### config.mk
export PLATFORM = sky130hd
export DESIGN_NAME = stack_upstream_receiver_flat
export DESIGN_NICKNAME = d
export VERILOG_FILES = /design/src/rtl/stack_upstream_receiver_pkg.sv /design/src/rtl/stack_upstream_receiver_if.sv /design/src/rtl/stack_upstream_receiver_fifo.sv /design/src/rtl/stack_upstream_receiver.sv /design/src/flat_wrapper.sv
export SDC_FILE = /design/constraint.sdc
export NUM_CORES = 1
export LEC_CHECK = 0
export CAP_MARGIN = 20
export CORE_ASPECT_RATIO = 0.75
export CORE_MARGIN = 2
export CORE_UTILIZATION = 50
export DETAILED_ROUTE_END_ITERATION = 10
export DONT_BUFFER_PORTS = 1
export GPL_TIMING_DRIVEN = 0
export PLACE_DENSITY = 0.73
export SLEW_MARGIN = 25
export SYNTH_ARGS = -nofsm -noshare
export SYNTH_HDL_FRONTEND = slang
export SYNTH_SLANG_ARGS = --single-unit
### constraint.sdc
create_clock -name clk -period 5.8 [get_ports clk]
set_input_delay 1.16 -clock clk [delete_from_list [all_inputs] [get_ports clk]]
set_output_delay 1.16 -clock clk [all_outputs]
set_load 0.02 [all_outputs]
### src/rtl/stack_upstream_receiver_pkg.sv
// stack_upstream_receiver_pkg
// Shared definitions for the manager-side upstream stack receiver: default
// bus widths, buffer sizing, cntl field encodings and framing FSM states.
// No ports (package).
package stack_upstream_receiver_pkg;

  localparam int STU_DATA_W   = 32;  // upstream payload width
  localparam int STU_OOB_W    = 8;   // out-of-band payload width
  localparam int STU_TYPE_W   = 2;   // control/data, vector/scalar
  localparam int STU_CNTL_W   = 2;   // framing field width
  localparam int STU_RX_DEPTH = 8;   // receive buffer entries (power of 2)
  localparam int STU_RX_SKID  = 3;   // entries reserved for in-flight words

  // Packet framing marker carried on the cntl field.
  typedef enum logic [1:0] {
    CNTL_MOM     = 2'b00,
    CNTL_SOM     = 2'b01,
    CNTL_EOM     = 2'b10,
    CNTL_SOM_EOM = 2'b11
  } cntl_e;

  // Framing FSM: between packets, or inside a multi-word packet.
  typedef enum logic {
    STU_RX_IDLE   = 1'b0,
    STU_RX_IN_PKT = 1'b1
  } rx_state_e;

endpackage

### src/rtl/stack_upstream_receiver_if.sv
// stack_upstream_receiver_if
// Bundles the PE-to-receiver upstream word stream, the receiver-to-manager
// stream and the status outputs.
//   slave  : the receiver (consumes pe__stu__*, mgr__stu__ready; drives the rest)
//   master : the environment driving the PE side and the manager ready
interface stack_upstream_receiver_if
  import stack_upstream_receiver_pkg::*;
#(
  parameter int DATA_W = STU_DATA_W,
  parameter int OOB_W  = STU_OOB_W,
  parameter int TYPE_W = STU_TYPE_W,
  parameter int CNTL_W = STU_CNTL_W
) ();

  // PE -> receiver
  logic              pe__stu__valid;
  logic [CNTL_W-1:0] pe__stu__cntl;
  logic [TYPE_W-1:0] pe__stu__type;
  logic [DATA_W-1:0] pe__stu__data;
  logic [OOB_W-1:0]  pe__stu__oob_data;
  logic              stu__pe__ready;

  // receiver -> manager
  logic              stu__mgr__valid;
  logic [CNTL_W-1:0] stu__mgr__cntl;
  logic [TYPE_W-1:0] stu__mgr__type;
  logic [DATA_W-1:0] stu__mgr__data;
  logic [OOB_W-1:0]  stu__mgr__oob_data;
  logic              mgr__stu__ready;

  // status
  logic              stu__mgr__frame_err;
  logic              stu__mgr__ovfl_err;
  logic [15:0]       stu__mgr__pkt_count;

  modport slave (
    input  pe__stu__valid, pe__stu__cntl, pe__stu__type, pe__stu__data,
           pe__stu__oob_data, mgr__stu__ready,
    output stu__pe__ready, stu__mgr__valid, stu__mgr__cntl, stu__mgr__type,
           stu__mgr__data, stu__mgr__oob_data, stu__mgr__frame_err,
           stu__mgr__ovfl_err, stu__mgr__pkt_count
  );

  modport master (
    output pe__stu__valid, pe__stu__cntl, pe__stu__type, pe__stu__data,
           pe__stu__oob_data, mgr__stu__ready,
    input  stu__pe__ready, stu__mgr__valid, stu__mgr__cntl, stu__mgr__type,
           stu__mgr__data, stu__mgr__oob_data, stu__mgr__frame_err,
           stu__mgr__ovfl_err, stu__mgr__pkt_count
  );

endinterface

### src/rtl/stack_upstream_receiver_fifo.sv
// stu_rx_fifo
// Generic synchronous FIFO holding packed {cntl, type, data, oob} words.
// The caller guarantees push only when there is room (or a pop in the same
// cycle) and pop only when count != 0.
//   clk, rst   : clock, asynchronous active-high reset
//   push       : write push_word at the tail
//   push_word  : word to write
//   pop        : retire the head entry
//   count      : occupied entries (0..DEPTH)
//   head       : head entry, zero while empty
module stu_rx_fifo #(
  parameter int WIDTH = 8,
  parameter int DEPTH = 8
) (
  input  logic                     clk,
  input  logic                     rst,
  input  logic                     push,
  input  logic [WIDTH-1:0]         push_word,
  input  logic                     pop,
  output logic [$clog2(DEPTH):0]   count,
  output logic [WIDTH-1:0]         head
);

  localparam int AW = $clog2(DEPTH);
  localparam int CW = AW + 1;

  logic [WIDTH-1:0] mem [DEPTH];
  logic [AW-1:0]    wr_ptr;
  logic [AW-1:0]    rd_ptr;
  logic [CW-1:0]    count_q;

  // NOTE: sequential state uses non-blocking assignments so every register
  // samples pre-edge values regardless of statement order.
  always_ff @(posedge clk or posedge rst) begin
    if (rst) begin
      wr_ptr  <= '0;
      rd_ptr  <= '0;
      count_q <= '0;
    end else begin
      if (push) wr_ptr <= wr_ptr + 1'b1;
      if (pop)  rd_ptr <= rd_ptr + 1'b1;
      count_q <= count_q + CW'(push) - CW'(pop);
    end
  end

  // NOTE: storage is not reset; the pointers and count define validity, and
  // the head is forced to zero while empty so outputs read 0 after reset.
  always_ff @(posedge clk) begin
    if (push) mem[wr_ptr] <= push_word;
  end

  // Push at full with a pop writes the slot being retired this same edge;
  // the head is read before the edge, so ordering is preserved.
  assign head  = (count_q != '0) ? mem[rd_ptr] : '0;
  assign count = count_q;

endmodule

### src/rtl/stack_upstream_receiver.sv
// stack_upstream_receiver
// Manager-side terminus of the PE upstream stack bus. Captures every valid
// word (ready does not qualify capture), checks SOM/MOM/EOM framing, buffers
// legal words with a skid reserve for words still in flight after ready
// falls, and presents the buffer head to the stack manager.
//   clk           : clock, rising edge
//   reset_poweron : asynchronous active-high reset
//   bus (slave)   : pe__stu__* in, stu__pe__ready out, stu__mgr__* out,
//                   mgr__stu__ready in, frame/overflow errors, packet count
module stack_upstream_receiver
  import stack_upstream_receiver_pkg::*;
#(
  parameter int DATA_W = STU_DATA_W,
  parameter int OOB_W  = STU_OOB_W,
  parameter int TYPE_W = STU_TYPE_W,
  parameter int CNTL_W = STU_CNTL_W,
  parameter int DEPTH  = STU_RX_DEPTH,
  parameter int SKID   = STU_RX_SKID
) (
  input  logic                      clk,
  input  logic                      reset_poweron,
  stack_upstream_receiver_if.slave  bus
);

  localparam int WORD_W = CNTL_W + TYPE_W + DATA_W + OOB_W;
  localparam int CW     = $clog2(DEPTH) + 1;
  localparam logic [CW-1:0] FULL_LVL  = CW'(DEPTH);
  localparam logic [CW-1:0] READY_LVL = CW'(DEPTH - SKID);

  rx_state_e     state_q, state_d;
  cntl_e         cntl_in;
  logic          legal, frame_bad, pkt_done;
  logic          push, pop;
  logic [CW-1:0] count, count_next;
  logic          ready_q, frame_err_q, ovfl_err_q;
  logic [15:0]   pkt_count_q;
  logic [WORD_W-1:0] push_word, head;

  assign cntl_in = cntl_e'(bus.pe__stu__cntl);

  // NOTE: every signal written here gets a default first, so no path leaves
  // one unassigned and no latch is inferred.
  always_comb begin
    state_d   = state_q;
    legal     = 1'b0;
    frame_bad = 1'b0;
    pkt_done  = 1'b0;
    if (bus.pe__stu__valid) begin
      case (state_q)
        STU_RX_IDLE: begin
          case (cntl_in)
            CNTL_SOM:     begin legal = 1'b1; state_d = STU_RX_IN_PKT; end
            CNTL_SOM_EOM: begin legal = 1'b1; pkt_done = 1'b1; end
            default:      frame_bad = 1'b1;
          endcase
        end
        STU_RX_IN_PKT: begin
          case (cntl_in)
            CNTL_MOM: legal = 1'b1;
            CNTL_EOM: begin legal = 1'b1; pkt_done = 1'b1; state_d = STU_RX_IDLE; end
            default:  frame_bad = 1'b1;
          endcase
        end
        default: state_d = STU_RX_IDLE;
      endcase
    end
  end

  // A pop frees a slot this edge, so a legal word still fits at full.
  assign pop        = (count != '0) && bus.mgr__stu__ready;
  assign push       = legal && ((count < FULL_LVL) || pop);
  assign count_next = count + CW'(push) - CW'(pop);
  assign push_word  = {bus.pe__stu__cntl, bus.pe__stu__type,
                       bus.pe__stu__data, bus.pe__stu__oob_data};

  // Framing state and pkt_count advance on every legal word, even one dropped
  // for overflow, so the framing check stays aligned with the PE's stream.
  always_ff @(posedge clk or posedge reset_poweron) begin
    if (reset_poweron) begin
      state_q     <= STU_RX_IDLE;
      ready_q     <= 1'b0;
      frame_err_q <= 1'b0;
      ovfl_err_q  <= 1'b0;
      pkt_count_q <= '0;
    end else begin
      state_q     <= state_d;
      ready_q     <= (count_next < READY_LVL);
      frame_err_q <= frame_err_q | frame_bad;
      ovfl_err_q  <= ovfl_err_q | (legal && !push);
      pkt_count_q <= pkt_count_q + 16'(pkt_done);
    end
  end

  stu_rx_fifo #(
    .WIDTH (WORD_W),
    .DEPTH (DEPTH)
  ) u_fifo (
    .clk       (clk),
    .rst       (reset_poweron),
    .push      (push),
    .push_word (push_word),
    .pop       (pop),
    .count     (count),
    .head      (head)
  );

  assign bus.stu__pe__ready      = ready_q;
  assign bus.stu__mgr__valid     = (count != '0);
  assign {bus.stu__mgr__cntl, bus.stu__mgr__type,
          bus.stu__mgr__data, bus.stu__mgr__oob_data} = head;
  assign bus.stu__mgr__frame_err = frame_err_q;
  assign bus.stu__mgr__ovfl_err  = ovfl_err_q;
  assign bus.stu__mgr__pkt_count = pkt_count_q;

endmodule

### src/flat_wrapper.sv
// flat-port wrapper written by rule: the top's interface ports become plain ports
module stack_upstream_receiver_flat import stack_upstream_receiver_pkg::*;
#(
  parameter int DATA_W = STU_DATA_W,
  parameter int OOB_W  = STU_OOB_W,
  parameter int TYPE_W = STU_TYPE_W,
  parameter int CNTL_W = STU_CNTL_W,
  parameter int DEPTH  = STU_RX_DEPTH,
  parameter int SKID   = STU_RX_SKID
)
  (clk, reset_poweron, bus_pe__stu__valid, bus_pe__stu__cntl, bus_pe__stu__type, bus_pe__stu__data, bus_pe__stu__oob_data, bus_mgr__stu__ready, bus_stu__pe__ready, bus_stu__mgr__valid, bus_stu__mgr__cntl, bus_stu__mgr__type, bus_stu__mgr__data, bus_stu__mgr__oob_data, bus_stu__mgr__frame_err, bus_stu__mgr__ovfl_err, bus_stu__mgr__pkt_count);
  stack_upstream_receiver_if #(.DATA_W(DATA_W), .OOB_W(OOB_W), .TYPE_W(TYPE_W), .CNTL_W(CNTL_W)) bus_i ();
  input  logic clk;
  input  logic reset_poweron;
  input wire logic [$bits(bus_i.pe__stu__valid)-1:0] bus_pe__stu__valid;
  input wire logic [$bits(bus_i.pe__stu__cntl)-1:0] bus_pe__stu__cntl;
  input wire logic [$bits(bus_i.pe__stu__type)-1:0] bus_pe__stu__type;
  input wire logic [$bits(bus_i.pe__stu__data)-1:0] bus_pe__stu__data;
  input wire logic [$bits(bus_i.pe__stu__oob_data)-1:0] bus_pe__stu__oob_data;
  input wire logic [$bits(bus_i.mgr__stu__ready)-1:0] bus_mgr__stu__ready;
  output wire logic [$bits(bus_i.stu__pe__ready)-1:0] bus_stu__pe__ready;
  output wire logic [$bits(bus_i.stu__mgr__valid)-1:0] bus_stu__mgr__valid;
  output wire logic [$bits(bus_i.stu__mgr__cntl)-1:0] bus_stu__mgr__cntl;
  output wire logic [$bits(bus_i.stu__mgr__type)-1:0] bus_stu__mgr__type;
  output wire logic [$bits(bus_i.stu__mgr__data)-1:0] bus_stu__mgr__data;
  output wire logic [$bits(bus_i.stu__mgr__oob_data)-1:0] bus_stu__mgr__oob_data;
  output wire logic [$bits(bus_i.stu__mgr__frame_err)-1:0] bus_stu__mgr__frame_err;
  output wire logic [$bits(bus_i.stu__mgr__ovfl_err)-1:0] bus_stu__mgr__ovfl_err;
  output wire logic [$bits(bus_i.stu__mgr__pkt_count)-1:0] bus_stu__mgr__pkt_count;
  assign bus_i.pe__stu__valid = bus_pe__stu__valid;
  assign bus_i.pe__stu__cntl = bus_pe__stu__cntl;
  assign bus_i.pe__stu__type = bus_pe__stu__type;
  assign bus_i.pe__stu__data = bus_pe__stu__data;
  assign bus_i.pe__stu__oob_data = bus_pe__stu__oob_data;
  assign bus_i.mgr__stu__ready = bus_mgr__stu__ready;
  assign bus_stu__pe__ready = bus_i.stu__pe__ready;
  assign bus_stu__mgr__valid = bus_i.stu__mgr__valid;
  assign bus_stu__mgr__cntl = bus_i.stu__mgr__cntl;
  assign bus_stu__mgr__type = bus_i.stu__mgr__type;
  assign bus_stu__mgr__data = bus_i.stu__mgr__data;
  assign bus_stu__mgr__oob_data = bus_i.stu__mgr__oob_data;
  assign bus_stu__mgr__frame_err = bus_i.stu__mgr__frame_err;
  assign bus_stu__mgr__ovfl_err = bus_i.stu__mgr__ovfl_err;
  assign bus_stu__mgr__pkt_count = bus_i.stu__mgr__pkt_count;
  stack_upstream_receiver #(.DATA_W(DATA_W), .OOB_W(OOB_W), .TYPE_W(TYPE_W), .CNTL_W(CNTL_W), .DEPTH(DEPTH), .SKID(SKID)) u_core (.clk(clk), .reset_poweron(reset_poweron), .bus(bus_i));
endmodule
Word-level counts from Yosys, hierarchy flattened. Memories as Yosys holds them, arrays and structs flattened. Index checks and enable logic that the tools add are counted.

Register bits: 30. Memory bits (writable): 352. Logic and storage cells: 49. Memories: 1.

Memories: u_core.u_fifo.mem (depth 8, width 44, rd ports 1, clocked after Yosys merged registers in 0, write ports 1, line stack_upstream_receiver_fifo.sv:27) `logic [WIDTH-1:0] mem [DEPTH];`.

$add $sub $neg: 5. Magnitude comparators: 2. Equality and inequality tests: 3. Muxes and demuxes: 18. Bitwise logic cells: 3. Reduce and logical (&&, ||, !) cells: 9.

Operators with widths (count): two-way mux 44 bit (1); adder 16 x 1 -> 16 bit (1); two-way mux 1 bit (13); one-hot mux 1 bit (2 select lines) (4); adder 3 x 1 -> 3 bit, second input constant (2); adder 4 x 1 -> 4 bit (1); equality test 2 bit, second input constant (2); less-than comparator 4 x 3 -> 1 bit, second input constant (1); less-than comparator 4 bit, second input constant (1); nonzero test 4 bit (1); OR reduction 2 bit (2); subtractor 4 x 1 -> 4 bit (1); logical AND 1 bit (3); equality test 2 x 1 -> 1 bit, second input constant (1); logical NOT 2 bit (1); OR 1 bit (2); logical NOT 1 bit (1); logical OR 1 bit (1); NOT 1 bit (1).

Logic depth before layout (Yosys ltp). Gate-level depths: netlist of the first run.

Word-level depth: 9. Depth in mapped cells: 12.

By module. From an unflattened synthesis of the first run, not the netlist that was laid out.

Cell total of the unflattened synthesis: 663. Area, all modules: 14724.1 µm².

Modules (own cells, without submodules): stu_rx_fifo (times used 1, cells each 567, area an instance 13666.9 µm², seq. area each 10820.4 µm²); stack_upstream_receiver (times used 1, cells each 96, area an instance 1057.3 µm², seq. area each 500.5 µm²).

Least setup slack after synthesis of the first run. Ideal clock, no wire load.

Kind: input to register. From: input port bus_pe__stu__cntl[0]. To: memory u_core.u_fifo.mem[4][0] in the netlist's numbering, enable pin. Data arrival time: 4.926 ns. Required time: 5.300 ns. Slack: 0.374 ns. Cell stages on the path: 4. Path buffers: 0. Cells stage by stage: xor2_2 -> o2111ai_4 -> or2_2 -> nor3_1.

Cells in the longest elaborated chain, start to end: 8. Elaborated cells on any way between the ends: 13. Those cells by class: eq/ne (3); mux (6); reduce/logical (4).

RTL lines: start, declared (line flat_wrapper.sv:16) `input wire logic [$bits(bus_i.pe__stu__cntl)-1:0] bus_pe__stu__cntl;`; equality test 2 bit (tied with other cells) (line stack_upstream_receiver.sv:58) `case (cntl_in)`; OR reduction 2 bit (no line); two-way mux 1 bit (on tied branches) (line stack_upstream_receiver.sv:58, stack_upstream_receiver.sv:51); one-hot mux 1 bit (2 select lines) * (line stack_upstream_receiver.sv:49) `case (state_q)`; two-way mux 1 bit * (line stack_upstream_receiver.sv:48) `if (bus.pe__stu__valid) begin`; logical AND 1 bit * (line stack_upstream_receiver.sv:71) `assign push = legal && ((count < FULL_LVL) || pop);`; two-way mux 1 bit * (line stack_upstream_receiver_fifo.sv:49) `if (push) mem[wr_ptr] <= push_word;`; two-way mux 1 bit (not written as such) * (line stack_upstream_receiver_fifo.sv:49); end, declared (line stack_upstream_receiver_fifo.sv:27).

Mark *: on every way between the ends. The rest lies on a longest branch, timed or not.

Worst setup path after layout of the first run.
From: register u_core.u_fifo.count_q[3], in the netlist u_core.u_fifo.count[3]. To: output port bus_stu__mgr__type[0].

Cells in the longest elaborated chain, start to end: 2.

RTL lines: start, declared (line stack_upstream_receiver_fifo.sv:30) `logic [CW-1:0] count_q;`; start signal, assigned (line stack_upstream_receiver_fifo.sv:42) `count_q <= count_q + CW'(push) - CW'(pop);`; nonzero test 4 bit; named net bus_stu__mgr__valid (line flat_wrapper.sv:22) `output wire logic [$bits(bus_i.stu__mgr__valid)-1:0] bus_stu__mgr__valid;`; two-way mux 44 bit (line stack_upstream_receiver_fifo.sv:54) `assign head = (count_q != '0) ? mem[rd_ptr] : '0;`; end, declared (line flat_wrapper.sv:24) `output wire logic [$bits(bus_i.stu__mgr__type)-1:0] bus_stu__mgr__type;`.

The timed path passes the listed nets, and every way through them passes these cells.

==> impl_metrics.env, run 1 <==
export IMPL_outcome="completed"
export IMPL_num_vias=6642
export IMPL_crit_end="bus_stu__mgr__type[0]"
export IMPL_nets=762
export IMPL_syn_num_nets=699
export IMPL_critPathSlowestCell="clkbuf_1"
export IMPL_slew_viol_final=0
export IMPL_cts_setup_buffers=0
export IMPL_ioPinCount=112
export IMPL_grt_max_degree=31
export IMPL_yosys_area_share_simple_pct=1.52
export IMPL_switching_share_pct=31.6
export IMPL_fin_skew_ns=0.0194
export IMPL_critical_path_arrival_ns=2.88
export IMPL_r2r_start="u_core.u_fifo.count[3]$_DFF_PP0_"
export IMPL_synth_top_flop_cell="edfxtp_1"
export IMPL_yosysWarnings=0
export IMPL_crit_fanout=10
export IMPL_wl_per_cell_um=25.3
export IMPL_finalNonFillerCells=1124
export IMPL_cp_num_buf_inv=3
export IMPL_clk_pin_slew_ns=0.06
export IMPL_synthToLayoutAreaGrowth_pct=14.3
export IMPL_cts_resized=0
export IMPL_regToRegSetupSlack_ns=2.88
export IMPL_clkLatencyLatePin_ns=0.53
export IMPL_hold_viol=0
export IMPL_crit_family="buffers and inverters"
export IMPL_endpoint_kind="output port"
export IMPL_cts_tree="yes"
export IMPL_rsz0062_at_grt="no"
export IMPL_async_flop_share_pct=7.85
export IMPL_total_leakage_power_uw=0.00547
export IMPL_grt_pass1_wl_um=43500
export IMPL_switchingPower_uw=2550
export IMPL_synth_top_family_by_area="multiplexers"
export IMPL_die_h_um=152
export IMPL_syn_inst=641
export IMPL_synth_compound_area_share_pct=3.17
export IMPL_routed_wl_um=28400
export IMPL_fp_dieW_um=201
export IMPL_core_area_um2=28900
export IMPL_r2r_end="u_core.u_fifo.mem[4][32]$_DFFE_PP_"
export IMPL_start_util_pct=50.4
export IMPL_finalCritPeriodShare_pct=69.6
export IMPL_grt_pass1_vias=7082
export IMPL_synthMuxAreaShare_pct=13.8
export IMPL_antenna_left=0
export IMPL_startpoint="u_core.u_fifo.count[3]$_DFF_PP0_"
export IMPL_tightest_slew_ns=0.750
export IMPL_worstSetupStartpointType="flop"
export IMPL_slew_headroom_pct=50.0
export IMPL_die_area_um2=30500
export IMPL_cp_depth=7
export IMPL_n_antenna_cell=0
export IMPL_clock_fmax_mhz=248
export IMPL_numPortBuffers=0
export IMPL_synth_edf_count=352
export IMPL_row_count=54
export IMPL_holdWs_ns=0.521
export IMPL_hp_class="flop to flop"
export IMPL_synth_xor_area_share_pct=1.32
export IMPL_path_class="flop to output port"
export IMPL_place_inst=1058
export IMPL_drt_iter0_markers=567
export IMPL_root_buffer="clkbuf_16"
export IMPL_p_comb_share_pct=30.5
export IMPL_period_minus_slack_ns=4.04
export IMPL_seqPwrFrac_pct=41.8
export IMPL_synth_adder_area_share_pct=0.912
export IMPL_grtUsageTotal_pct=19.4
export IMPL_cts_buffer_depth=3
export IMPL_synth_seq_area_share_pct=77.8
export IMPL_first_pass_iters=5
export IMPL_syn_area_um2=14600
export IMPL_htreeDepth=2
export IMPL_cts_made_buffers=36
export IMPL_via_per_inst=5.91
export IMPL_drv_cap=0
export IMPL_p_int_uw=5520
export IMPL_setup_violations=0
export IMPL_holdPathStages=1
export IMPL_reg2reg_depth=9
export IMPL_postSynthAreaPerCell_um2=22.7
export IMPL_worst_path_largest_cell_delay_ns=0.55
export IMPL_synth_seq_cells=382
export IMPL_cts_hold_buf=0
export IMPL_routabilityCongestion=0.771
export IMPL_clock_sinks=382
export IMPL_pwr_density_cell_nw_per_um2=485
export IMPL_drive_gt1_share_pct=26.9
export IMPL_antenna_found_initial=0
export IMPL_yosysUniqueCellTypes=36
export IMPL_worstPathCellList="inv_1 -> ha_1 -> nand2_1 -> and2_1 -> buf_2 -> clkbuf_1 -> a22o_1"
export IMPL_drc=0
export IMPL_ir_drop_mv=0.305
export IMPL_gr_total_overflow=0
export IMPL_place_hpwl_um=18600
export IMPL_p_clk_share_pct=27.7
export IMPL_cp_required_ns=4.64
power by group through the flow:
stage / Sequential (µW) / Combinational, µW / Clock [µW]
3_5_place_dp: 3430 / 2490 / 0
4_1_cts: 3380 / 2500 / 2280
6_report: 3380 / 2460 / 2230
2_1_floorplan: 3410 / 1880 / 0
3_3_place_gp: 3440 / 2370 / 0
5_1_grt: 3390 / 2620 / 2380
stage by stage:
step / util [%] / total power (µW) / setup slack (ns) / setup TNS [ns] / cell area (µm²)
CTS: 57.6 / 8160 / 1.69 / 0 / 16600
floorplan: - / 5290 / 0.374 / 0 / 14600
detailed placement: 53.7 / 5930 / 2.20 / 0 / 15500
finish: 57.6 / 8070 / 1.76 / 0 / 16600
global route: 57.6 / 8400 / 1.59 / 0 / 16600
global placement: 52.1 / 5810 / -2.46 / -255.35 / 15000
synthesized netlist by cell type, types with 3 or more instances:
cell type	count	area (µm²)
nor2_1	12	45.0
nor3_1	3	15.0
xnor2_1	12	105
a21oi_1	4	20.0
inv_1	12	45.0
clkbuf_1	15	56.3
mux4_2	88	1980
edfxtp_1	352	10600
ha_1	9	113
xor2_1	8	70.1
dfrtp_1	30	751
a22o_1	44	385
buf_4	4	30.0
nand3_1	7	35.0
nand2b_1	3	18.8
buf_2	7	35.0
nand2_1	8	30.0
layout by cell type (no fill, tap or decap), drive strengths merged, types with 2 or more instances in the layout:
master,n
and3,3
buf,39
nand2,8
nor3,3
nor2,12
nand2b,3
mux4,88
mux2,2
clkinvlp,2
xnor2,12
clkinv,13
inv,16
nand4,2
ha,9
a22o,44
xor2,9
a21oi,4
dfrtp,30
edfxtp,352
nand3,7
clkbuf,61
metal layers:
metal	up-vias	part of all wire, %	GRT usage [%]
li1	2814	-	-
met2	233	49	32.2
met3	53	7.1	5.15
met4	0	2.5	6.15
met1	3542	41	25.5
met5	-	0	0
kinds of logic after synthesis:
family                     Yosys count
AOI/OAI and AO/OA                   53
muxes                               90
buffers and inverters               41
and+or+nand+nor                     44
adders and majority gates           10
xor gates and xnor gates            21
DFF                                382
area by class of cell:
class | instances | area (µm²)
clock buffers | 46 | 990
flip-flops and latches | 382 | 11300
inverters | 12 | 45.0
repair buffers | 25 | 405
plain buffers | 29 | 173
multi-input cells | 218 | 3070
fillers | 2039 | 12200
clock inverters | 20 | 133
well taps | 392 | 490
flip-flops by register name, summed over array words and instances (netlist names):
register	cells
u_core.u_fifo.rd_ptr	3
u_core.u_fifo.wr_ptr	3
u_core.bus.stu__mgr__frame_err	1
u_core.u_fifo.count	4
u_core.bus.stu__mgr__pkt_count	16
u_core.u_fifo.mem	352
u_core.bus.stu__pe__ready	1
u_core.bus.stu__mgr__ovfl_err	1
u_core.state_q	1
worst register-to-register path: stages (launching register included):
cell       delay [ns]
dfrtp_1          0.36
inv_1            0.09
ha_1             0.22
nand4bb_1        0.16
o2111ai_4        0.18
or2_2            0.41
nor3_2           0.50
buf_4            0.30
buf_4            0.21
buf_4            0.20
how the worst min path moves through the flow:
stage,from,to,slack [ns]
2_1_floorplan,u_core.u_fifo.rd_ptr[2]$_DFFE_PP0P_,u_core.u_fifo.rd_ptr[2]$_DFFE_PP0P_,0.46
3_3_place_gp,u_core.u_fifo.rd_ptr[2]$_DFFE_PP0P_,u_core.u_fifo.rd_ptr[2]$_DFFE_PP0P_,0.49
3_5_place_dp,u_core.u_fifo.rd_ptr[2]$_DFFE_PP0P_,u_core.u_fifo.rd_ptr[2]$_DFFE_PP0P_,0.51
4_1_cts,u_core.u_fifo.rd_ptr[2]$_DFFE_PP0P_,u_core.u_fifo.rd_ptr[2]$_DFFE_PP0P_,0.52
5_1_grt,u_core.u_fifo.rd_ptr[2]$_DFFE_PP0P_,u_core.u_fifo.rd_ptr[2]$_DFFE_PP0P_,0.55
6_report,u_core.u_fifo.rd_ptr[2]$_DFFE_PP0P_,u_core.u_fifo.rd_ptr[2]$_DFFE_PP0P_,0.52
(Power assumes the default switching activity.)
==> inputs of run 2 (changes only) <==
--- a/config.mk
+++ b/config.mk
@@ -5,6 +5,7 @@
 export SDC_FILE = /design/constraint.sdc
 export NUM_CORES = 1
 export LEC_CHECK = 0
+export ABC_AREA = 1
 export CAP_MARGIN = 20
 export CORE_ASPECT_RATIO = 0.75
 export CORE_MARGIN = 2
@@ -12,7 +13,7 @@
 export DETAILED_ROUTE_END_ITERATION = 10
 export DONT_BUFFER_PORTS = 1
 export GPL_TIMING_DRIVEN = 0
-export PLACE_DENSITY = 0.73
+export PLACE_DENSITY = 0.76
 export SLEW_MARGIN = 25
 export SYNTH_ARGS = -nofsm -noshare
 export SYNTH_HDL_FRONTEND = slang
==> constraint.sdc (replaced) <==
create_clock -name clk -period 3.61 [get_ports clk]
set_input_delay 0.722 -clock clk [delete_from_list [all_inputs] [get_ports clk]]
set_output_delay 0.722 -clock clk [all_outputs]
set_load 0.02 [all_outputs]
==> run 2 against run 1 <==
Sequential cell count unchanged. Utilization down 0.24 points. Register-to-register slack worse by 2.4 ns. Largest power group is now combinational logic. Largest cell class unchanged. Critical endpoint unchanged. Critical path type unchanged.
==> impl_metrics.env, run 2 <==
export IMPL_outcome="completed"
export IMPL_yosysMostFrequentCell="nand2_1"
export IMPL_n_antenna_cell=0
export IMPL_tightest_slew_ns=0.803
export IMPL_grtUsageMet2_pct=38.1
export IMPL_async_flop_share_pct=7.85
export IMPL_clock_fmax_mhz=304
export IMPL_synth_common_cells="483 x nand2_1, 381 x inv_1, 352 x edfxtp_1"
export IMPL_slew_viol_final=0
export IMPL_top_register="u_core.u_fifo.mem"
export IMPL_path_class="flop to output port"
export IMPL_drive_gt1_share_pct=7.12
export IMPL_final_common_cell="nand2_1"
export IMPL_hold_viol=0
export IMPL_cts_tree="yes"
export IMPL_routed_wl_um=41100
export IMPL_wl_per_cell_um=18.3
export IMPL_setup_slack_ns=0.322
export IMPL_synth_adder_area_share_pct=0.781
export IMPL_syn_area_um2=17000
export IMPL_drt_iter0_markers=1207
export IMPL_synth_largest_area_cell="edfxtp_1"
export IMPL_first_pass_iters=6
export IMPL_synth_seq_area_share_pct=66.7
export IMPL_htreeDepth=2
export IMPL_rsz0062_at_grt="no"
export IMPL_fp_dieW_um=217
export IMPL_grt_max_degree=31
export IMPL_synth_top_flop_cell="edfxtp_1"
export IMPL_cp_required_ns=2.89
export IMPL_nFillCells=2655
export IMPL_via_per_inst=5.15
export IMPL_cts_made_buffers=38
export IMPL_die_h_um=164
export IMPL_gr_total_overflow=0
export IMPL_routabilityCongestion=0.782
export IMPL_row_count=58
export IMPL_slew_headroom_pct=46.5
export IMPL_place_hpwl_um=27100
export IMPL_postSynthAreaPerCell_um2=9.89
export IMPL_clkLatencyLatePin_ns=0.54
export IMPL_num_vias=11579
export IMPL_yosys_area_share_simple_pct=20.6
export IMPL_antenna_found_initial=0
export IMPL_endpoint_kind="output port"
export IMPL_worstSetupStartpointType="flop"
export IMPL_synth_edf_count=352
export IMPL_root_buffer="clkbuf_16"
export IMPL_grtUsageMet1_pct=31.7
export IMPL_yosysWarnings=0
export IMPL_numPortBuffers=0
export IMPL_synth_seq_cells=382
export IMPL_start_util_pct=50.8
export IMPL_synthToLayoutAreaGrowth_pct=13.1
export IMPL_final_cell_mix="483 x nand2_1, 380 x inv_1, 352 x edfxtp_1, 235 x nand3_1, 111 x nor2_1"
export IMPL_period_minus_slack_ns=3.29
export IMPL_cts_resized=0
export IMPL_synth_top_family_by_area="simple AND/OR/NAND/NOR gates"
export IMPL_core_area_um2=33500
export IMPL_grt_pass1_vias=11413
export IMPL_syn_num_nets=1774
export IMPL_largest_register_ffs=352
export IMPL_hp_class="primary input to asynchronous set/reset pin"
export IMPL_total_leakage_power_uw=0.00869
export IMPL_critical_path_arrival_ns=2.57
export IMPL_grt_pass1_wl_um=63700
export IMPL_synth_xor_area_share_pct=0.464
export IMPL_yosysUniqueCellTypes=26
export IMPL_die_area_um2=35500
export IMPL_syn_inst=1716
export IMPL_ir_drop_mv=0.381
export IMPL_finalCritPeriodShare_pct=91.1
export IMPL_ioPinCount=112
export IMPL_drc=0
export IMPL_cts_hold_buf=0
export IMPL_nets=1830
export IMPL_synth_compound_area_share_pct=0.354
export IMPL_pwr_density_cell_nw_per_um2=774
export IMPL_clock_sinks=382
export IMPL_fin_tns_setup_ns=0
export IMPL_antenna_left=0
export IMPL_busiest_layer="met2"
export IMPL_cts_buffer_depth=3
export IMPL_gr_usage_met3_pct=5.98
export IMPL_cts_setup_buffers=0
export IMPL_fin_skew_ns=0.0142
export IMPL_drv_cap=0
export IMPL_synth_top_area_share_pct=62.3
export IMPL_grtUsageTotal_pct=23.7
export IMPL_place_ws_ns=0.467
export IMPL_setup_violations=0
export IMPL_synth_area_top_cells="edfxtp_1 62%, nand2_1 11%, inv_1 8.4%"
export IMPL_clk_pin_slew_ns=0.06
export IMPL_synthMuxAreaShare_pct=0
export IMPL_crit_fanout=10
==> run 2: cell types whose count changed in the layout (fill, tap and decap cells not counted), sizes merged, moves of 11 or more <==
| cell | delta |
|---|---|
| nand2 | +478 |
| inv | +367 |
| nand3 | +228 |
| nor2 | +107 |
| mux4 | -88 |
| a22o | -44 |
| buf | +35 |
| clkbuf | +11 |
==> run 2: logic make-up (layout without fill, tap and decap cells) <==
kind of cell             after synthesis  after routing
AO/OA/AOI/OAI                         11             11
XOR/XNOR                               9              9
adder cells (fa/ha/maj)               10             10
buffers and inverters                456            537
flip-flops                           382            382
AND/OR/NAND/NOR                      848            848
==> run 2: per-stage QoR <==
stage	util (%)	std cells	hold WS (ns)	area, µm²	power, µW
after global placement	52.4	2166	0.506	17500	10800
final	57.4	2247	0.165	19200	14900
after CTS	57.4	2247	0.178	19200	14900
after floorplan	-	1716	0.480	17000	9350
after detailed placement	53.8	2182	0.525	18000	11000
after global routing	57.4	2247	0.212	19200	15600
==> run 2: layer usage <==
| metal | up-vias | share of wire [%] |
|---|---|---|
| met5 | - | 0 |
| met4 | 0 | 2.7 |
| met3 | 76 | 11 |
| met2 | 569 | 46 |
| met1 | 5454 | 40 |
| li1 | 5480 | - |
==> run 2: report_power, final <==
part | internal, µW | total, µW | leakage, µW | switching, µW
Combinational | 1510 | 5590 | 0.00455 | 4080
Clock | 2250 | 3860 | 0.000586 | 1600
Sequential | 5220 | 5410 | 0.00355 | 189
==> run 2: worst paths after layout <==
path	startpoint	to	slack, ns	cells after the start
setup / recovery	u_core.u_fifo.count[2]$_DFF_PP0_	bus_stu__mgr__type[0]	0.32	6
hold / removal	reset_poweron	u_core.bus.stu__mgr__frame_err$_DFF_PP0_	0.17	1
setup reg to reg	u_core.u_fifo.count[2]$_DFF_PP0_	u_core.bus.stu__pe__ready$_DFF_PP0_	0.43	12
hold reg to reg	u_core.u_fifo.count[0]$_DFF_PP0_	u_core.u_fifo.count[0]$_DFF_PP0_	0.54	1
max in group asynchronous	reset_poweron	u_core.bus.stu__mgr__pkt_count[11]$_DFF_PP0_	3.01	1
min in group clk	bus_pe__stu__data[24]	u_core.u_fifo.mem[2][32]$_DFFE_PP_	0.28	0
==> run 2: worst max-delay path, cell delays in order (launching register included) <==
cell	delay, ns
dfrtp_1	0.33
inv_1	0.06
ha_1	0.20
nand2_2	0.27
buf_1	0.65
nand2_1	0.12
nor2_1	0.39
==> run 2: cell type report <==
class / instances / area (µm²) / area share [%]
flip-flops and latches: 382 / 11300 / 59.0
repair buffers: 16 / 403 / 2.10
clock buffers: 57 / 1110 / 5.76
clock inverters: 8 / 88.8 / 0.463
well taps: 450 / 563 / 2.93
inverters: 383 / 1440 / 7.50
plain buffers: 73 / 442 / 2.30
multi-input cells: 878 / 3840 / 20.0
